<file path="config.mk">
export PLATFORM = sky130hd
export DESIGN_NAME = uart_tx_arbiter
export DESIGN_NICKNAME = d
export VERILOG_FILES = /design/src/rtl/uart_ctrl_pkg.sv /design/src/rtl/uart_tx_arbiter_rr_arbiter.sv /design/src/rtl/uart_tx_arbiter.sv
export SDC_FILE = /design/constraint.sdc
export NUM_CORES = 1
export LEC_CHECK = 0
export ABC_AREA = 1
export ABC_CLOCK_PERIOD_IN_PS = 4800
export CORE_MARGIN = 2
export CORE_UTILIZATION = 43
export DETAILED_ROUTE_END_ITERATION = 6
export HOLD_SLACK_MARGIN = 0.1
export PLACE_DENSITY_LB_ADDON = 0.08
export SLEW_MARGIN = 15
export SYNTH_ARGS = -nofsm -noshare
export SYNTH_HDL_FRONTEND = slang
export SYNTH_SLANG_ARGS = --single-unit
</file>
<file path="constraint.sdc">
create_clock -name clk -period 4.8 [get_ports clk]
set_input_delay 0.96 -clock clk [delete_from_list [all_inputs] [get_ports clk]]
set_output_delay 0.96 -clock clk [all_outputs]
set_load 0.005 [all_outputs]
</file>
<file path="src/rtl/uart_ctrl_pkg.sv">
// ---------------------------------------------------------------------------
// uart_ctrl_pkg
// Shared types and constants for the UART transmit-side control blocks.
//   BYTE_W  : width of one transmitted byte
//   ID_W    : width of a requester index (covers up to 8 requesters)
//   state_t : arbiter FSM states (IDLE -> ISSUE -> WAIT -> IDLE)
// ---------------------------------------------------------------------------
package uart_ctrl_pkg;

  localparam int BYTE_W = 8;
  localparam int ID_W   = 3;

  typedef enum logic [1:0] {
    IDLE  = 2'd0,
    ISSUE = 2'd1,
    WAIT  = 2'd2
  } state_t;

endpackage : uart_ctrl_pkg

</file>
<file path="src/rtl/uart_tx_arbiter_rr_arbiter.sv">
// ---------------------------------------------------------------------------
// rr_arbiter
// Purely combinational round-robin pick. The search starts one past
// last_grant and wraps modulo NUM_REQ; the first asserted request wins.
// Ports:
//   req        in  NUM_REQ  request vector
//   last_grant in  ID_W     index served most recently
//   valid      out 1        at least one request is asserted
//   index      out ID_W     winning requester (0 when valid is low)
// ---------------------------------------------------------------------------
module rr_arbiter
  import uart_ctrl_pkg::*;
#(
  parameter int NUM_REQ = 4
) (
  input  logic [NUM_REQ-1:0] req,
  input  logic [ID_W-1:0]    last_grant,
  output logic               valid,
  output logic [ID_W-1:0]    index
);

  // Zero-extended copy so a full ID_W-bit index can address it directly.
  logic [(1 << ID_W)-1:0] req_ext;
  logic [ID_W:0]          sum;
  logic [ID_W-1:0]        cand;

  assign req_ext = (1 << ID_W)'(req);

  // Walk from the farthest candidate to the nearest one; the last hit
  // written is the nearest to last_grant, i.e. the highest priority.
  always_comb begin
    // NOTE: every signal written here gets a default first, so no path
    // leaves it unassigned and no latch is inferred.
    valid = 1'b0;
    index = '0;
    sum   = '0;
    cand  = '0;
    for (int off = NUM_REQ; off >= 1; off--) begin
      sum = {1'b0, last_grant} + (ID_W + 1)'(off);
      // last_grant < NUM_REQ and off <= NUM_REQ, so one subtraction wraps.
      if (sum >= (ID_W + 1)'(NUM_REQ)) begin
        sum = sum - (ID_W + 1)'(NUM_REQ);
      end
      cand = sum[ID_W-1:0];
      if (req_ext[cand]) begin
        valid = 1'b1;
        index = cand;
      end
    end
  end

endmodule : rr_arbiter

</file>
<file path="src/rtl/uart_tx_arbiter.sv">
// ---------------------------------------------------------------------------
// uart_tx_arbiter
// Shares one UART transmitter among NUM_REQ byte requesters using
// round-robin priority. A grant latches the requester's byte, strobes
// senddata for one cycle, then waits for txdone and acks the requester.
//
// Optional feature (macro UART_ARB_TIMEOUT_EN): a WAIT-state watchdog that
// aborts a transfer after TIMEOUT_CYCLES cycles without txdone, pulsing
// timeout instead of ack. Without the macro the arbiter waits forever.
//
// Ports:
//   clk       in  1            clock, all logic on posedge
//   rst       in  1            synchronous active-high reset
//   req       in  NUM_REQ      per-requester send request
//   req_data  in  8*NUM_REQ    byte i at [8i+7:8i]
//   ack       out NUM_REQ      one-cycle completion pulse to the granted requester
//   busy      out 1            FSM not in IDLE
//   grant_id  out 3            current / last granted requester
//   senddata  out 1            start strobe to the UART transmitter
//   txbyte    out 8            byte to the UART transmitter
//   txdone    in  1            completion pulse from the UART transmitter
//   timeout   out 1            one-cycle pulse on watchdog abort
// ---------------------------------------------------------------------------
module uart_tx_arbiter
  import uart_ctrl_pkg::*;
#(
  parameter int NUM_REQ        = 4,
  parameter int TIMEOUT_CYCLES = 64
) (
  input  logic                      clk,
  input  logic                      rst,
  input  logic [NUM_REQ-1:0]        req,
  input  logic [BYTE_W*NUM_REQ-1:0] req_data,
  output logic [NUM_REQ-1:0]        ack,
  output logic                      busy,
  output logic [ID_W-1:0]           grant_id,
  output logic                      senddata,
  output logic [BYTE_W-1:0]         txbyte,
  input  logic                      txdone,
  output logic                      timeout
);

  if (NUM_REQ < 2 || NUM_REQ > 8 || TIMEOUT_CYCLES < 1) begin : g_param_check
    $error("uart_tx_arbiter: NUM_REQ must be 2..8 and TIMEOUT_CYCLES >= 1");
  end

  state_t              state_q, state_d;
  logic [ID_W-1:0]     grant_id_q;
  logic [ID_W-1:0]     last_grant_q;
  logic [BYTE_W-1:0]   txbyte_q;
  logic [NUM_REQ-1:0]  ack_q;
  logic                timeout_q;

  logic                arb_valid;
  logic [ID_W-1:0]     arb_idx;
  logic [BYTE_W-1:0]   sel_byte;

  logic                load_grant;
  logic                finish_ok;
  logic                finish_abort;
  logic                wd_expire;

  // -------------------------------------------------------------------------
  // Round-robin pick
  // -------------------------------------------------------------------------
  rr_arbiter #(
    .NUM_REQ (NUM_REQ)
  ) u_rr_arbiter (
    .req        (req),
    .last_grant (last_grant_q),
    .valid      (arb_valid),
    .index      (arb_idx)
  );

  // Byte of the winning requester; constant slices keep the mux simple.
  always_comb begin
    sel_byte = '0;
    for (int i = 0; i < NUM_REQ; i++) begin
      if (arb_idx == ID_W'(i)) begin
        sel_byte = req_data[i*BYTE_W +: BYTE_W];
      end
    end
  end

  // -------------------------------------------------------------------------
  // WAIT-state watchdog
  // -------------------------------------------------------------------------
`ifdef UART_ARB_TIMEOUT_EN
  localparam int WD_W = (TIMEOUT_CYCLES > 1) ? $clog2(TIMEOUT_CYCLES) : 1;

  logic [WD_W-1:0] wd_cnt_q;

  // Cleared while in ISSUE so the count restarts on every WAIT entry; the
  // FSM leaves WAIT at TIMEOUT_CYCLES-1, so the counter never wraps.
  always_ff @(posedge clk) begin
    if (rst) begin
      wd_cnt_q <= '0;
    end else if (state_q == ISSUE) begin
      wd_cnt_q <= '0;
    end else if (state_q == WAIT) begin
      wd_cnt_q <= wd_cnt_q + 1'b1;
    end
  end

  assign wd_expire = (state_q == WAIT) && (wd_cnt_q == WD_W'(TIMEOUT_CYCLES - 1));
`else
  assign wd_expire = 1'b0;
`endif

  // -------------------------------------------------------------------------
  // FSM: state register
  // -------------------------------------------------------------------------
  // NOTE: reset is synchronous: it is sampled at the clock edge inside the
  // block and does not appear in the sensitivity list.
  always_ff @(posedge clk) begin
    if (rst) begin
      // NOTE: sequential state uses non-blocking assignments so every
      // register samples pre-edge values regardless of block ordering.
      state_q <= IDLE;
    end else begin
      state_q <= state_d;
    end
  end

  // -------------------------------------------------------------------------
  // FSM: next-state logic
  // -------------------------------------------------------------------------
  always_comb begin
    state_d = state_q;
    unique case (state_q)
      IDLE:    if (arb_valid)            state_d = ISSUE;
      ISSUE:                             state_d = WAIT;
      WAIT:    if (txdone || wd_expire)  state_d = IDLE;
      default:                           state_d = IDLE;
    endcase
  end

  // -------------------------------------------------------------------------
  // FSM: outputs and datapath strobes
  // -------------------------------------------------------------------------
  // txdone only matters in WAIT; when it coincides with watchdog expiry the
  // transfer completes normally.
  always_comb begin
    senddata     = (state_q == ISSUE);
    busy         = (state_q != IDLE);
    load_grant   = (state_q == IDLE) && arb_valid;
    finish_ok    = (state_q == WAIT) && txdone;
    finish_abort = (state_q == WAIT) && !txdone && wd_expire;
  end

  // -------------------------------------------------------------------------
  // Datapath registers
  // -------------------------------------------------------------------------
  // last_grant resets to NUM_REQ-1 so requester 0 is searched first.
  always_ff @(posedge clk) begin
    if (rst) begin
      grant_id_q   <= '0;
      last_grant_q <= ID_W'(NUM_REQ - 1);
      txbyte_q     <= '0;
      ack_q        <= '0;
      timeout_q    <= 1'b0;
    end else begin
      ack_q     <= finish_ok ? (NUM_REQ'(1) << grant_id_q) : '0;
      timeout_q <= finish_abort;
      if (load_grant) begin
        grant_id_q <= arb_idx;
        txbyte_q   <= sel_byte;
      end
      // An aborted transfer still advances priority past the stuck requester.
      if (finish_ok || finish_abort) begin
        last_grant_q <= grant_id_q;
      end
    end
  end

  assign ack      = ack_q;
  assign grant_id = grant_id_q;
  assign txbyte   = txbyte_q;
  assign timeout  = timeout_q;

endmodule : uart_tx_arbiter

</file>
==> impl_results.md <==
* PwrDens at approximately 330 nW/um^2
* Worst Setup EP: txbyte[2]
* Status: completed
* Most common cell on crit path: nand2_1
* Resized cells post-CTS at 0
* Post-synth EDFFs at 0
* Total track usage at 0.184
* Fraction of final layout cells sized beyond drive strength 1 at 0.168
* GP Congestion at 0.871
* # fillers at approximately 330
* CP Launch Point: req[0]
* Core box area at 3310 um^2
* Ys flop type: dfxtp_1
* CTS tree: built
* Yosys cell types at 32
* NetSw at 0.258 mW
* Reg2reg path depth at 16
* Flop pwr share at 0.308
* CP Class: in2reg
* Worst R2R End: txbyte[2]
* Clock Power Share at 0.200
* Hold Crit Start: grant_id[2]
* Buffer and inverter count on the worst path at 2
* Via count at 1,473
* Final period utilization at 0.554
* First-pass GRT wire length at 6020 um
* WL final at 3340 um
* Vias per Instance at 4.69
* H-tree depth at 1
* I/O Buffers at 55
* DP HPWL at between 2000 and 3000 um
* Yosys warns at 0
* Reg-to-reg startpoint: last_grant_q[0]
* GR Overflow Total at 0
* Drt pass-1 iters at 4
* CTS clk-pin slew, worst paths at 0.11 ns
* Reg2Reg Setup Slack at around 2.2 ns
* Worst vdd ir at 184 uV
* CTS Hold Bufs at 0
* Worst Skew at 0.00104 ns
* Slew @ Worst Pin at around 0.52 ns
* Worst path cell trace: clkdlybuf4s50_1, nand2_1, nand3_1, nand3_2, nand2_1, nand2_1, nand2_2, nand2_4, nand2_4, nand2_2, inv_2, nand2_1, o21ai_1, nor2_1, nor2_1, nor2_1
* Logic pwr share at 0.492
* CP Capture Type: register
* ANT cells at 0
* P_int at 0.429 mW
* Vias in the first global route at roughly 1,400
* Initial Utilization at 0.446
* Post-synthesis cell area at between 1000 and 1500 um^2
* Cell area after layout at 2080 um^2
* Non-Filler Instances at approximately 310
* Fin crit period at 2.66 ns
* # DRC at 0
* Critical path depth at 16
* Crit-path max FO at 11
* Crit path arrival time at 2.85 ns
* Final Hold Fails at 0
* Total power draw at just under 0.7 mW
* Leak at 0.949 nW
* Final setup vio count at 0
* Synth Area per Inst at 6.87 um^2
* Hold Crit Class: reg2reg
* Slew headroom at 0.652
* Seq cells post-synth at 20
* Post-CTS Setup Inserts at 0
* Max Freq at 376 MHz
* Asr flop ratio synth at 0
* Max stage delay on crit path at roughly 0.51 ns
* Slew Limit Fails at 0
* CTS Buffer Depth at 2
* Detail Route Antenna Nets at 0
* Max Cap Viol at 0
* Largest net degree at the start of global routing at 15
* Final #Nets at 310
* IO Count at 57
* Worst path required time at about 5 ns
* Synthesized net count at 256
* Row count at 21
* Area of the die at about 4000 um^2
* Total CTS buffers at 3
* RSZ-0062 raised after global routing: no
* Sw frac at 0.376
* Post-Syn Instances at 215
* Die width at 62.6 um
* Initial antenna violation count at 0
* CP max-delay cell: clkdlybuf4s50_1
* Later-pin clock latency in the skew report at 0.30 ns
* DP Cell Count at 310
* Clock root cell: clkbuf_4
* Top Family by Delay on Critical Path: simple AND/OR/NAND/NOR gates
* Setup Total Neg Slack at 0 ns
* Crit start category: primary input
* Num Clock Sinks at 20
* Post-DP Area at between 2000 and 2500 um^2
* Layout area overhead at 41.1%
* Routed WL per cell at around 11 um
* Die Span Y at 62.6 um
* Register area share after synthesis at 0.271
* Initial DRC count at 49
worst min-delay path: stages, from the launching register on:
cell	delay [ns]
dfxtp_1	0.34
nand2_1	0.06
nor2_1	0.04
power groups by stage:
| stage | Sequential [mW] | Combinational [mW] | Clock, mW |
|---|---|---|---|
| floorplan | 0.211 | 0.233 | 0 |
| global placement | 0.215 | 0.337 | 0 |
| detailed placement | 0.215 | 0.339 | 0 |
| CTS | 0.212 | 0.340 | 0.139 |
| global route | 0.215 | 0.379 | 0.149 |
| finish | 0.211 | 0.337 | 0.137 |
cell usage in the layout (no fill, tap or decap), drive strengths merged:
cell type,synthesis,layout
a211oi,1,1
ha,2,2
o21a,1,1
o211ai,2,2
clkdlybuf4s50,0,55
dfxtp,20,20
conb,1,1
clkbuf,1,3
a21oi,8,8
nand3b,1,1
nor2,37,37
bufinv,0,1
o21ai,11,11
nand4,11,11
inv,27,27
nand3,20,20
nand2,67,67
how the worst min path moves through the flow:
stage,endpoint,slack [ns],cells after the start
floorplan,ack[0],0.45,1
global placement,grant_id[2],0.45,2
detailed placement,grant_id[2],0.45,2
CTS,grant_id[2],0.47,2
global route,grant_id[2],0.49,2
finish,grant_id[2],0.47,2
synth_stat cells, types with 3 or more instances:
cell | n | area share
nand3_2 | 4 | 0.027
nor2_1 | 31 | 0.079
nor2_2 | 3 | 0.013
o21ai_0 | 4 | 0.014
nand2_1 | 49 | 0.12
inv_1 | 20 | 0.051
dfxtp_1 | 20 | 0.27
nand2_2 | 9 | 0.038
inv_2 | 4 | 0.010
nand3_1 | 15 | 0.051
nand2_4 | 8 | 0.061
nand4_1 | 11 | 0.047
a21oi_2 | 5 | 0.030
a21oi_1 | 3 | 0.010
o21ai_1 | 7 | 0.024
area by class of cell:
type                            count  area, um^2  share of cell area
Tap cell                           46        57.6              0.0276
Timing Repair Buffer               55         551               0.264
Sequential cell                    20         400               0.192
Clock buffer                        3        22.5              0.0108
Clock inverter                      1        30.0              0.0144
Multi-Input combinational cell    162         910               0.436
Inverter                           27         114              0.0546
per-stage QoR:
step / hold WS, ns / utilization / worst slack [ns]
final: 0.469 / 0.630 / 2.14
after global routing: 0.488 / 0.630 / 1.85
after CTS: 0.470 / 0.630 / 2.15
after detailed placement: 0.452 / 0.614 / 1.82
after global placement: 0.454 / 0.614 / 1.88
after floorplan: 0.449 / - / 2.57
routing by layer:
layer	vias up	wire (um)	GRT usage
met2	53	1640	0.336
met5	-	0	0
met3	2	187	0.0342
met4	0	16	0.0444
met1	628	1500	0.222
li1	790	-	-
state kept, by name, indices dropped and copies added (netlist names):
name / count
grant_id: 3
last_grant_q: 3
state_q: 2
txbyte: 8
ack: 4
kinds of logic after synthesis:
kind of cell / share of synthesized area
flops: 0.271
compound gates: 0.0974
buf+inv: 0.113
fa+ha+maj: 0.0169
simple gates: 0.499
other cells: 0.00254
No activity file was read; power rests on OpenSTA's default activity.
